--- src/rtl/tape_pkg.sv ---
// Shared TAP format constants, header field offsets and FSM state type,
// used by the tape saver and the cassette loader.
package tape_pkg;

   localparam logic [7:0] SYNC_BYTE   = 8'h16;
   localparam logic [7:0] MARKER_BYTE = 8'h24;
   localparam logic [7:0] TYPE_BASIC  = 8'h00;
   localparam logic [7:0] TYPE_MC     = 8'h80;
   localparam logic [7:0] AUTORUN_OFF = 8'h00;
   localparam logic [7:0] AUTORUN_ON  = 8'hC7;

   // Header fields following the sync run; offsets relative to the marker.
   localparam int         HDR_FIELDS   = 10;
   localparam logic [3:0] FLD_MARKER   = 4'd0;
   localparam logic [3:0] FLD_TYPE     = 4'd3;
   localparam logic [3:0] FLD_AUTORUN  = 4'd4;
   localparam logic [3:0] FLD_END_HI   = 4'd5;
   localparam logic [3:0] FLD_END_LO   = 4'd6;
   localparam logic [3:0] FLD_START_HI = 4'd7;
   localparam logic [3:0] FLD_START_LO = 4'd8;

   localparam int NAME_MAX = 16;

   typedef enum logic [2:0] {
      ST_IDLE,
      ST_HDR,
      ST_RAM_REQ,
      ST_RAM_WAIT,
      ST_RESP
   } tape_state_e;

   // Number of name bytes before the first NUL, capped at NAME_MAX.
   function automatic logic [4:0] name_length(input logic [127:0] name);
      logic [4:0] n;
      logic       hit;
      n   = 5'd0;
      hit = 1'b0;
      for (int i = 0; i < NAME_MAX; i++) begin
         if (!hit && name[8*i +: 8] != 8'h00) n = n + 5'd1;
         else hit = 1'b1;
      end
      return n;
   endfunction

endpackage

--- src/rtl/tape_hdr_rom.sv ---
// Combinational byte select for the sync run, header fields, name and
// terminator of a TAP image, from the image offset and latched parameters.
module tape_hdr_rom
   import tape_pkg::*;
#(
   parameter int SYNC_LEN = 4
) (
   input  logic [24:0]  offset_i,
   input  logic [15:0]  start_i,
   input  logic [15:0]  end_i,
   input  logic         mc_i,
   input  logic         autorun_i,
   input  logic [4:0]   name_len_i,
   input  logic [127:0] name_i,
   output logic [7:0]   byte_o
);

   localparam logic [24:0] SYNC_END = 25'(SYNC_LEN);
   localparam logic [24:0] HDR_LEN  = 25'(SYNC_LEN + HDR_FIELDS);

   logic [3:0] fld;
   logic [3:0] name_idx;

   always_comb begin
      byte_o   = 8'h00;
      fld      = 4'(offset_i - SYNC_END);
      name_idx = 4'(offset_i - HDR_LEN);
      if (offset_i < SYNC_END) begin
         byte_o = SYNC_BYTE;
      end else if (offset_i < HDR_LEN) begin
         case (fld)
            FLD_MARKER:   byte_o = MARKER_BYTE;
            FLD_TYPE:     byte_o = mc_i ? TYPE_MC : TYPE_BASIC;
            FLD_AUTORUN:  byte_o = autorun_i ? AUTORUN_ON : AUTORUN_OFF;
            FLD_END_HI:   byte_o = end_i[15:8];
            FLD_END_LO:   byte_o = end_i[7:0];
            FLD_START_HI: byte_o = start_i[15:8];
            FLD_START_LO: byte_o = start_i[7:0];
            default:      byte_o = 8'h00;
         endcase
      end else if (offset_i < HDR_LEN + {20'd0, name_len_i}) begin
         byte_o = name_i[{name_idx, 3'b000} +: 8];
      end
   end

endmodule

--- src/rtl/tape_saver.sv ---
// Serves a TAP image of a RAM range to the host upload port, byte by byte.
// Optional file name support is enabled with TAPE_SAVER_NAME_EN.
module tape_saver
   import tape_pkg::*;
#(
   parameter int SYNC_LEN = 4
) (
   input  logic         clk,
   input  logic         reset,
   input  logic         arm,
   input  logic [15:0]  start_addr,
   input  logic [15:0]  end_addr,
   input  logic         mc_type,
   input  logic         autorun,
   input  logic         ioctl_upload,
   input  logic         ioctl_rd,
   input  logic [24:0]  ioctl_addr,
`ifdef TAPE_SAVER_NAME_EN
   input  logic [127:0] file_name,
`endif
   output logic [7:0]   ioctl_din,
   output logic         ioctl_wait,
   output logic [15:0]  ram_addr,
   output logic         ram_rd,
   input  logic [7:0]   ram_q,
   output logic [24:0]  file_size,
   output logic         armed,
   output logic         range_err,
   output tape_state_e  dbg_state
);

   localparam logic [24:0] HDR_LEN = 25'(SYNC_LEN + HDR_FIELDS);

   logic [15:0]  start_q, end_q;
   logic         mc_q, autorun_q, calc_q, armed_q, range_err_q, upload_q;
   logic [24:0]  size_q;
   logic [127:0] name_w;
   logic [4:0]   name_len_w;
   logic [16:0]  diff17;
   logic [24:0]  data_base;
   logic         is_ram, in_image, abort;
   logic [7:0]   hdr_byte;
   tape_state_e  state_q, state_d;
   logic [7:0]   din_q, din_d;
   logic [15:0]  ram_addr_q, ram_addr_d;

`ifdef TAPE_SAVER_NAME_EN
   logic [127:0] name_q;
   logic [4:0]   name_len_q;
   always_ff @(posedge clk) begin
      if (reset) begin
         name_q     <= '0;
         name_len_q <= '0;
      end else if (arm && !ioctl_upload) begin
         name_q     <= file_name;
         name_len_q <= name_length(file_name);
      end
   end
   assign name_w     = name_q;
   assign name_len_w = name_len_q;
`else
   assign name_w     = '0;
   assign name_len_w = '0;
`endif

   // Parameters latch on arm; the size and range check settle one cycle later.
   assign diff17 = {1'b0, end_q} - {1'b0, start_q};

   always_ff @(posedge clk) begin
      if (reset) begin
         start_q     <= '0;
         end_q       <= '0;
         mc_q        <= 1'b0;
         autorun_q   <= 1'b0;
         calc_q      <= 1'b0;
         armed_q     <= 1'b0;
         range_err_q <= 1'b0;
         size_q      <= '0;
      end else begin
         calc_q <= 1'b0;
         if (arm && !ioctl_upload) begin
            start_q     <= start_addr;
            end_q       <= end_addr;
            mc_q        <= mc_type;
            autorun_q   <= autorun;
            calc_q      <= 1'b1;
            armed_q     <= 1'b0;
            range_err_q <= 1'b0;
            size_q      <= '0;
         end else if (calc_q) begin
            if (diff17[16]) begin
               range_err_q <= 1'b1;
            end else begin
               armed_q <= 1'b1;
               size_q  <= HDR_LEN + {20'd0, name_len_w} + {8'd0, diff17} + 25'd2;
            end
         end
      end
   end

   tape_hdr_rom #(.SYNC_LEN(SYNC_LEN)) u_hdr_rom (
      .offset_i   (ioctl_addr),
      .start_i    (start_q),
      .end_i      (end_q),
      .mc_i       (mc_q),
      .autorun_i  (autorun_q),
      .name_len_i (name_len_w),
      .name_i     (name_w),
      .byte_o     (hdr_byte)
   );

   assign data_base = HDR_LEN + {20'd0, name_len_w} + 25'd1;
   assign in_image  = armed_q && (ioctl_addr < size_q);
   assign is_ram    = in_image && (ioctl_addr >= data_base);
   assign abort     = upload_q && !ioctl_upload;

   // Host handshake: ioctl_rd is a one-cycle request accepted only in IDLE;
   // ioctl_din is valid in the first cycle after the request in which
   // ioctl_wait is low, and holds until the next accepted request.
   always_comb begin
      state_d    = state_q;
      din_d      = din_q;
      ram_addr_d = ram_addr_q;
      case (state_q)
         ST_IDLE: begin
            if (ioctl_rd) begin
               if (is_ram) begin
                  state_d    = ST_RAM_REQ;
                  ram_addr_d = start_q + 16'(ioctl_addr - data_base);
               end else begin
                  state_d = ST_HDR;
                  din_d   = in_image ? hdr_byte : 8'h00;
               end
            end
         end
         ST_HDR:      state_d = ST_IDLE;
         ST_RAM_REQ:  state_d = abort ? ST_IDLE : ST_RAM_WAIT;
         ST_RAM_WAIT: begin
            if (abort) begin
               state_d = ST_IDLE;
            end else begin
               state_d = ST_RESP;
               din_d   = ram_q;
            end
         end
         ST_RESP:     state_d = ST_IDLE;
         default:     state_d = ST_IDLE;
      endcase
   end

   always_ff @(posedge clk) begin
      if (reset) begin
         state_q    <= ST_IDLE;
         din_q      <= 8'h00;
         ram_addr_q <= '0;
         upload_q   <= 1'b0;
      end else begin
         state_q    <= state_d;
         din_q      <= din_d;
         ram_addr_q <= ram_addr_d;
         upload_q   <= ioctl_upload;
      end
   end

   assign ioctl_din  = din_q;
   assign ioctl_wait = (state_q == ST_RAM_REQ) || (state_q == ST_RAM_WAIT);
   assign ram_rd     = (state_q == ST_RAM_REQ);
   assign ram_addr   = ram_addr_q;
   assign file_size  = size_q;
   assign armed      = armed_q;
   assign range_err  = range_err_q;
   assign dbg_state  = state_q;

endmodule
--- config.mk ---
export PLATFORM = sky130hd
export DESIGN_NAME = tape_saver
export DESIGN_NICKNAME = d
export VERILOG_FILES = /design/src/rtl/tape_pkg.sv /design/src/rtl/tape_hdr_rom.sv /design/src/rtl/tape_saver.sv
export SDC_FILE = /design/constraint.sdc
export NUM_CORES = 1
export LEC_CHECK = 0
export BUFFER_PORTS_ARGS = -buffer_cell sky130_fd_sc_hd__buf_2
export CORE_MARGIN = 4
export CORE_UTILIZATION = 55
export CTS_BUF_LIST = sky130_fd_sc_hd__clkbuf_8
export CTS_CLUSTER_DIAMETER = 200
export CTS_CLUSTER_SIZE = 10
export DETAILED_ROUTE_END_ITERATION = 7
export GPL_ROUTABILITY_DRIVEN = 1
export PLACE_DENSITY = 0.9
export SETUP_SLACK_MARGIN = 0.2
export SLEW_MARGIN = 20
export SYNTH_ARGS = -nofsm -noshare
export SYNTH_HDL_FRONTEND = slang
export SYNTH_HIERARCHICAL = 1
export SYNTH_SLANG_ARGS = --single-unit
--- constraint.sdc ---
create_clock -name clk -period 4.1 [get_ports clk]
set_input_delay 0.82 -clock clk [delete_from_list [all_inputs] [get_ports clk]]
set_output_delay 0.82 -clock clk [all_outputs]
set_load 0.01 [all_outputs]
==> flow_summary.json, run 1 <==
{
  "status": "completed",
  "firstDrtPassIters": 5,
  "fin_util": 0.671,
  "fin_cells": 1254,
  "powerDensity_mw_per_mm2": 268,
  "cp-end-kind": "register",
  "maxSlewViolCount": 0,
  "drt-initial-drc-count": 635,
  "cts_root_buffer": "clkbuf_8",
  "ys_types": 81,
  "max_slew.worst_pin.slew_ps": 695,
  "die_h_um": 122,
  "hp-class": "register to register",
  "antenna_found_initial": 1,
  "grt_pass1_wl_um": 30400,
  "die_area_mm2": 0.0149,
  "fin_nets": 1220,
  "relSlewSlack": 0.536,
  "setup_viol": 0,
  "finalCriticalPeriod_ps": 3400,
  "synth-edff-count": 0,
  "crit_path_max_fanout": 4,
  "syn_avg_cell_area_um2": 8.55,
  "cp.arrival_ps": 3670,
  "vias_per_cell": 5.50,
  "route.detailed.drc": 0,
  "syn-instance-count": 835,
  "critPathMaxStageDelay_ps": 530,
  "rsz0062_at_grt": "no",
  "vias": 6895,
  "grt_pass1_vias": 6398,
  "hpwl_um": 15000,
  "clock_latency_ps": 380,
  "cp-start-kind": "input pin",
  "regArea_mm2": 0.00166,
  "ys_seq_elements": 83,
  "port_buffers": 120,
  "num_io_pins": 128,
  "overflow": 0,
  "cts_buffer_depth": 2,
  "cts_tree": "built",
  "placedCellCount": 1237,
  "wl_per_cell_um": 15.0,
  "cts_resized": 0,
  "hold_viol_final": 0,
  "final_common_cell": "conb_1",
  "ctsHtreeMaxLevel": 3,
  "p_leak_uw": 0.00393,
  "rows": 41,
  "vdd_drop_max_uv": 245,
  "fin_skew_ps": 8.68,
  "whs_path_depth": 2,
  "gp_congestion": 0.914,
  "drive_gt1_frac": 0.184,
  "cap_violations": 0,
  "synth-async-reset-ratio": 0,
  "worstPathRequired_ps": 4370,
  "track_usage": 0.257,
  "setup-tns-final_ps": 0,
  "critPathSlowestCell": "a311oi_1",
  "fmax_mhz": 294,
  "crit_cells": 13,
  "ant_nets": 0,
  "clk_pin_slew_worst_paths_ps": 90,
  "core_mm2": 0.0127,
  "yosys_warnings": 6,
  "synth_area_mm2": 0.00714,
  "most-common-layout-cells": "conb_1 (146), buf_2 (120), inv_1 (88)",
  "rr_worst_depth": 12,
  "initial_core_util": 0.563,
  "crit_buf_inv": 1,
  "cp_cell_sequence": "buf_2 > ha_1 > ha_1 > fa_1 > a21oi_1 > nor2b_1 > o31ai_1 > a21oi_1 > a311oi_1 > o21bai_1 > a21o_1 > xnor2_1 > o21ai_0",
  "worst_slack_ps": 697,
  "cts.sinks": 83,
  "grt_max_degree": 57,
  "preCtsSetupSlack_ps": 407,
  "period_share": 0.830,
  "p_total_uw": 2280,
  "fillers": 1043,
  "dieWidth_um": 122,
  "cp_top_family": "compound AO/OA/AOI/OAI gates",
  "yosysSeqAreaShare": 0.233,
  "areaGrowthSynthToFinish_pct": 19.1,
  "timing_worst_setup_path_type": "input pin to register",
  "totalWireLength_um": 18900,
  "multi_input_area_mm2": 0.00544,
  "post_cts_buffers": 0,
  "ys.flop_type": "dfxtp_1",
  "cts_buffers": 9,
  "cts_hold_buf": 0
}
## cell usage after synthesis (all sizes together), types with 7 or more instances
library cell  count  area [um^2]
xnor2            30          278
nand4             7         65.1
a211oi           21          173
clkbuf           16         60.1
ha               70          876
nor3             12         70.1
mux2              7         78.8
buf              28          199
a31oi            13         81.3
dfxtp            83         1660
xor2             13          121
mux4             25          589
and3              7         43.8
a21oi            58          324
inv              88          330
mux2i            22          220
nor2             77          292
nand2b           14         87.6
a22o             17          149
nor4             11         68.8
nand2            49          184
o31ai             7         57.6
a21o             10         75.1
o22ai             9         56.3
a22oi            10         80.1
nand3            21          118
o21ai            39          195
nor2b             9         63.8
## power by group
group          switching (uW)  internal (uW)
clock                     331            242
sequential               24.2            835
combinational             475            373
## layer usage
metal	up-vias	routed length [um]	global-route usage
li1	3361	-	-
met1	3154	7980	0.342
met2	320	8310	0.407
met3	60	1770	0.0483
met4	0	807	0.118
met5	-	0	0
## worst min-delay path: cells and delay by family (launching register included)
kind | cells | cell delay [ps]
compound gates | 1 | 40
flops | 1 | 340
simple gates | 1 | 70
## layout make-up
| cell class | instances | area share |
|---|---|---|
| clock buffers | 10 | 0.0162 |
| diodes | 1 | 0.000294 |
| repair buffers | 129 | 0.0786 |
| clock inverters | 6 | 0.00545 |
| well taps | 172 | 0.0253 |
| flip-flops and latches | 83 | 0.196 |
| inverters | 88 | 0.0389 |
| multi-input cells | 765 | 0.640 |
## registers in the layout (all words and copies together), names as in the netlist, 3 cells and up
signal	flops
end_q	16
file_size	18
start_q	16
ioctl_din	8
ram_addr	16
dbg_state	3
## cells by family after synthesis
kind of cell / after synthesis / synth area share
simple gates: 234 / 0.168
compound gates: 216 / 0.207
buf+inv: 132 / 0.0826
flops: 83 / 0.233
fa+ha+maj: 72 / 0.128
mux: 54 / 0.124
xor+xnor: 43 / 0.0559
other cells: 1 / 0.000525
## path summary, 6_finish.rpt
check                           slack (ps)            to           from
worst max register to register         860  ram_addr[13]     start_q[1]
worst min-delay path                   470     range_err      range_err
worst max-delay path                   700  ram_addr[13]  ioctl_addr[1]
worst min register to register         470     range_err      range_err
## per-stage QoR
step	hold WS, ps	instance area (um^2)
floorplan	449	7680
global placement	454	8310
detailed placement	453	8310
CTS	475	8500
global route	510	8500
finish	470	8500
No activity file was read; power rests on OpenSTA's default activity.
==> inputs of run 2 (changes only) <==
CORE_UTILIZATION = 53   (was 55)
clock period = 3.1 ns   (was 4.1 ns; I/O delays follow)
==> run 2 against run 1 <==
Against the previous run: non-clock buffer count grew 26; design area increased by 6.8%; clock-buffer cell count down 1; sequential share of layout area shrank 1.1 points; combinational power is 54% higher; via count rose by 5.6%; register-to-register slack worse by 700 ps; setup slack worse by 530 ps; core utilization is 1.7 points higher; flip-flop and latch count unchanged; critical path depth decreased by 2; global-route usage is essentially flat; critical endpoint is now file_size[13].
==> flow_summary.json, run 2 (synthesis gave the netlist of run 1 again) <==
{
  "multi_input_area_mm2": 0.00571,
  "die_area_mm2": 0.0154,
  "final_common_cell": "conb_1",
  "timing_worst_setup_path_type": "register to register",
  "swShare": 0.360,
  "drt-initial-drc-count": 779,
  "hpwl_um": 15800,
  "status": "completed",
  "combPwrFrac": 0.387,
  "rr_worst_depth": 11,
  "fin_util": 0.688,
  "placedCellCount": 1260,
  "hold_viol_final": 0,
  "critPathMaxStageDelay_ps": 450,
  "cp-end-kind": "register",
  "p_leak_uw": 0.00413,
  "firstDrtPassIters": 6,
  "setup-tns-final_ps": 0,
  "critPathSlowestCell": "or4_4",
  "fin_nets": 1246,
  "overflow": 0,
  "cp_top_family": "simple AND/OR/NAND/NOR gates",
  "p_total_uw": 3390,
  "totalWireLength_um": 21400,
  "die_h_um": 124,
  "ant_nets": 0,
  "finalCriticalPeriod_ps": 2940,
  "fin_area_mm2": 0.00907,
  "powerDensity_mw_per_mm2": 374,
  "intPower_uw": 2170,
  "p_seq_frac": 0.336,
  "largest_reg_flops": 18,
  "fillers": 967,
  "cts_tree": "built",
  "wl_per_cell_um": 16.6,
  "fin_skew_ps": 24.5,
  "cap_violations": 0,
  "fin_cells": 1284,
  "relSlewSlack": 0.582,
  "clock_latency_ps": 400,
  "crit_buf_inv": 1,
  "max_slew.worst_pin.slew_ps": 627,
  "grt_max_degree": 55,
  "maxSlewViolCount": 0,
  "core_mm2": 0.0132,
  "power_switching_uw": 1220,
  "drive_gt1_frac": 0.241,
  "period_share": 0.948,
  "ctsHtreeMaxLevel": 3,
  "areaGrowthSynthToFinish_pct": 27.1,
  "r2r_end": "file_size[13]",
  "most-common-layout-cells": "conb_1 (146), buf_2 (120), inv_1 (83)",
  "initial_core_util": 0.541,
  "cts_root_buffer": "clkbuf_8",
  "placed_area_mm2": 0.00850,
  "regArea_mm2": 0.00167,
  "r2r_setup_slack_ps": 160,
  "cp_cell_sequence": "inv_1 > ha_4 > a21o_1 > nor3_2 > a21oi_4 > or4_4 > nand4_4 > nand3_4 > or3_1 > and3_1 > o21a_1",
  "vias_per_cell": 5.67,
  "cp-start-kind": "register",
  "cp.arrival_ps": 3220,
  "grt_pass1_vias": 6596,
  "clk_pin_slew_worst_paths_ps": 110,
  "worstPathRequired_ps": 3390,
  "cts_buffers": 9,
  "grt_pass1_wl_um": 30900,
  "crit_end": "file_size[13]",
  "critPathLaunch": "start_q[5]",
  "rows": 42,
  "crit_path_max_fanout": 5,
  "setup_viol": 0,
  "dieWidth_um": 124,
  "vdd_drop_max_uv": 439,
  "gp_congestion": 0.956,
  "vias": 7279,
  "r2r_start": "start_q[5]",
  "crit_cells": 11,
  "pwr-share-clk": 0.277,
  "num_io_pins": 128,
  "cts.sinks": 83,
  "track_usage": 0.257,
  "rsz0062_at_grt": "yes",
  "cts_hold_buf": 0,
  "hp-class": "input pin to register",
  "port_buffers": 120,
  "route.detailed.drc": 0,
  "antenna_found_initial": 1,
  "fmax_mhz": 340,
  "cts_buffer_depth": 2
}
run 2: changes by cell type in the layout (fill, tap and decap cells not counted), sizes merged:
cell	before	now
bufinv	0	2
clkinvlp	2	1
inv	91	92
clkinv	1	0
buf	129	154
run 2: worst min-delay path, stage by stage:
cell	delay, ps
buf_2	90
nand2_1	40
o21ai_0	60
run 2: per-stage QoR:
step	hold WS (ps)	worst slack (ps)
2_1_floorplan	449	219
3_3_place_gp	447	-32.5
3_5_place_dp	476	-107
4_1_cts	398	200
5_1_grt	401	75.3
6_report	431	162
run 2: power by group through the flow:
stage,clock network (uW),registers [uW],logic (uW)
6_report,939,1140,1310
5_1_grt,984,1140,1430
4_1_cts,939,1140,1150
3_5_place_dp,0,1160,1120
3_3_place_gp,0,1160,1080
2_1_floorplan,0,1160,865
run 2: worst min path at each step:
stage	cells past startpoint	to	slack, ps	startpoint
2_1_floorplan	2	range_err	450	calc_q
3_3_place_gp	2	range_err	450	range_err
3_5_place_dp	2	ram_addr[3]	480	ram_addr[3]
4_1_cts	3	start_q[13]	400	start_addr[13]
5_1_grt	3	start_q[13]	400	start_addr[13]
6_report	3	start_q[13]	430	start_addr[13]
run 2: routing by layer:
metal / GRT usage / share of wire / up-vias
met2: 0.420 / 0.46 / 441
met4: 0.0897 / 0.040 / 0
met1: 0.327 / 0.39 / 3352
li1: - / - / 3415
met5: 0 / 0 / -
met3: 0.0722 / 0.11 / 71
run 2: final cells by class:
type / instances / share of cell area
Antenna cell: 1 / 0.000276
Clock buffer: 9 / 0.0137
Clock inverter: 7 / 0.0116
Inverter: 88 / 0.0367
Multi-Input combinational cell: 765 / 0.630
Sequential cell: 83 / 0.184
Tap cell: 176 / 0.0243
Timing Repair Buffer: 155 / 0.0998
run 2: what timing repair did:
| item | CTS | global route |
|---|---|---|
| pin swaps | 2 | 12 |
| gates resized for setup | 6 | 47 |
| endpoints found under the setup margin | 2 | 40 |
| cloned | 0 | 1 |
| setup buffers | 1 | 5 |
==> inputs of run 3 (changes only) <==
ABC_AREA = 1   (was not set)
CTS_BUF_LIST = not set   (was sky130_fd_sc_hd__clkbuf_8)
==> run 3 against run 2 <==
Against the previous run: combinational power fell by 7%; setup slack improved by 250 ps; power rose by 2.9%; routed wire length rose by 8.1%.
==> flow_summary.json, run 3 <==
{
  "synth-edff-count": 0,
  "combPwrFrac": 0.348,
  "setup_viol": 0,
  "cts_root_buffer": "clkbuf_16",
  "critPathSlowestCell": "fa_1",
  "min-delay-start": "range_err",
  "initial_core_util": 0.542,
  "ant_nets": 0,
  "crit_buf_inv": 4,
  "whs_ps": 452,
  "drive_gt1_frac": 0.114,
  "synth-async-reset-ratio": 0,
  "cp-end-kind": "register",
  "critPathMaxStageDelay_ps": 420,
  "timing_worst_setup_path_type": "register to register",
  "grt_pass1_vias": 7823,
  "fillers": 1362,
  "rsz0062_at_grt": "no",
  "r2r_setup_slack_ps": 410,
  "yosys_warnings": 6,
  "cts_buffer_depth": 2,
  "status": "completed",
  "most-common-layout-cells": "nand2_1 (336), nor2_1 (236), inv_1 (216)",
  "cts.sinks": 83,
  "ys_seq_elements": 83,
  "swShare": 0.376,
  "fmax_mhz": 372,
  "final_common_cell": "nand2_1",
  "fin_nets": 1740,
  "ys_types": 46,
  "relSlewSlack": 0.390,
  "synth_compound_area_frac": 0.117,
  "period_share": 0.866,
  "cp_cell_sequence": "inv_1 > ha_1 > fa_1 > inv_1 > nand3_1 > nand2_1 > xor2_2 > ha_1 > inv_1 > nor2_1 > nand3_2 > nor2_4 > nand2_1 > nand2_1 > nand3_1 > nand2_1 > inv_1",
  "die_area_mm2": 0.0170,
  "ys_top_cells_by_count": "nand2_1 (336), nor2_1 (237), inv_1 (216), nand3_1 (106), dfxtp_1 (83)",
  "synth_top_family_by_area": "simple AND/OR/NAND/NOR gates",
  "hpwl_um": 18700,
  "cts_buffers": 9,
  "synth.area.top_cells": "dfxtp_1 (21%), nand2_1 (16%), nor2_1 (11%)",
  "route.detailed.drc": 0,
  "finalCriticalPeriod_ps": 2690,
  "r2r_end": "file_size[14]",
  "syn_avg_cell_area_um2": 5.88,
  "grt_pass1_wl_um": 36400,
  "largest_reg_flops": 18,
  "ctsHtreeMaxLevel": 3,
  "min_to": "range_err",
  "overflow": 0,
  "cap_violations": 0,
  "areaGrowthSynthToFinish_pct": 20.0,
  "clock_latency_ps": 350,
  "yosysSeqAreaShare": 0.210,
  "intPower_uw": 2180,
  "p_leak_uw": 0.00510,
  "yosys.area.top_type": "dfxtp_1",
  "synthMuxAreaShare": 0,
  "clk_pin_slew_worst_paths_ps": 70,
  "core_mm2": 0.0146,
  "port_buffers": 120,
  "syn-instance-count": 1347,
  "whs_path_depth": 2,
  "crit_path_max_fanout": 4,
  "rr_worst_depth": 17,
  "ys.flop_type": "dfxtp_1",
  "setup-tns-final_ps": 0,
  "powerDensity_mw_per_mm2": 368,
  "totalWireLength_um": 23100,
  "max_slew.worst_pin.slew_ps": 915,
  "pwr-share-clk": 0.324,
  "n_antenna_cell": 0,
  "synth_top_cell_area_share": 0.210,
  "r2r_start": "end_q[0]",
  "wl_per_cell_um": 12.9,
  "vias": 8822,
  "yosys.area_share.adder": 0.116,
  "cts_tree": "built",
  "vdd_drop_max_uv": 301,
  "cts_resized": 0,
  "rows": 44,
  "firstDrtPassIters": 5,
  "num_io_pins": 128,
  "gp_congestion": 0.994,
  "p_seq_frac": 0.328,
  "synth.most_common_cell": "nand2_1",
  "cp.arrival_ps": 2940,
  "antenna_found_initial": 0,
  "fin_skew_ps": 9.46,
  "vias_per_cell": 4.94,
  "hold_viol_final": 0,
  "cp_top_family": "simple AND/OR/NAND/NOR gates",
  "drt-initial-drc-count": 726,
  "worstPathRequired_ps": 3360,
  "synth-xor-area-share": 0.0253,
  "grt_max_degree": 36,
  "power_switching_uw": 1310,
  "dieWidth_um": 130,
  "synth_simple_gate_area_frac": 0.399,
  "synth_area_mm2": 0.00791,
  "maxSlewViolCount": 0,
  "cp-start-kind": "register",
  "die_h_um": 130,
  "track_usage": 0.267,
  "hp-class": "register to register"
}
[run 3: through the flow]
step / setup slack, ps / power (uW) / utilization / area (um^2) / cells
floorplan: 688 / 2040 / - / 8450 / 1489
global placement: 258 / 2330 / 0.630 / 9180 / 1768
detailed placement: 249 / 2350 / 0.630 / 9180 / 1768
CTS: 414 / 3470 / 0.651 / 9490 / 1784
global route: 246 / 3700 / 0.651 / 9500 / 1785
finish: 415 / 3490 / 0.651 / 9500 / 1785
[run 3: area by class of cell]
class                      instances  area [um^2]  area share
multi-input combinational       1141         5730       0.604
sequential                        83         1660       0.175
clock inverter                     7         82.6     0.00869
timing repair buffer             136          721      0.0759
inverter                         225          845      0.0889
tap                              184          230      0.0242
clock buffer                       9          225      0.0237
[run 3: cells by family (layout without fill, tap and decap cells)]
kind of cell	Yosys count	after routing
flops	83	83
fa+ha+maj	72	72
xor+xnor	22	22
other cells	1	143
buf+inv	265	377
simple gates	743	743
compound gates	161	161
[run 3: routing by layer]
metal  global-route usage  vias up  routed length (um)
met5                    0        -                   0
met4               0.0960        0                 681
met3               0.0319       56                1640
met2                0.435      326               10400
met1                0.363     3846               10400
li1                     -     4594                   -
[run 3: worst min-delay path: cells and delay by family, from the launching register on]
family                 cells  cell delay (ps)
flip-flops                 1              310
buffers and inverters      1               50
AO/OA/AOI/OAI              1               50
[run 3: worst max path at each step]
stage,from,end,slack (ps),cells past startpoint
finish,end_q[0],file_size[14],410,17
global route,end_q[0],file_size[14],250,17
CTS,end_q[0],file_size[14],410,17
detailed placement,ioctl_addr[1],ioctl_din[0],250,17
global placement,ioctl_addr[1],ioctl_din[0],260,17
floorplan,ioctl_addr[1],ram_addr[11],690,12
[run 3: power by group through the flow]
stage               Combinational, uW  Sequential (uW)  Clock, uW
floorplan                         878             1160          0
global placement                 1160             1170          0
detailed placement               1180             1170          0
CTS                              1190             1140       1140
global route                     1380             1150       1180
finish                           1220             1140       1130
[run 3: timing repair]
| item | CTS | global route |
|---|---|---|
| hold buffers | 0 | 0 |
| setup endpoints to repair | 0 | 1 |
| setup buffers | 0 | 1 |
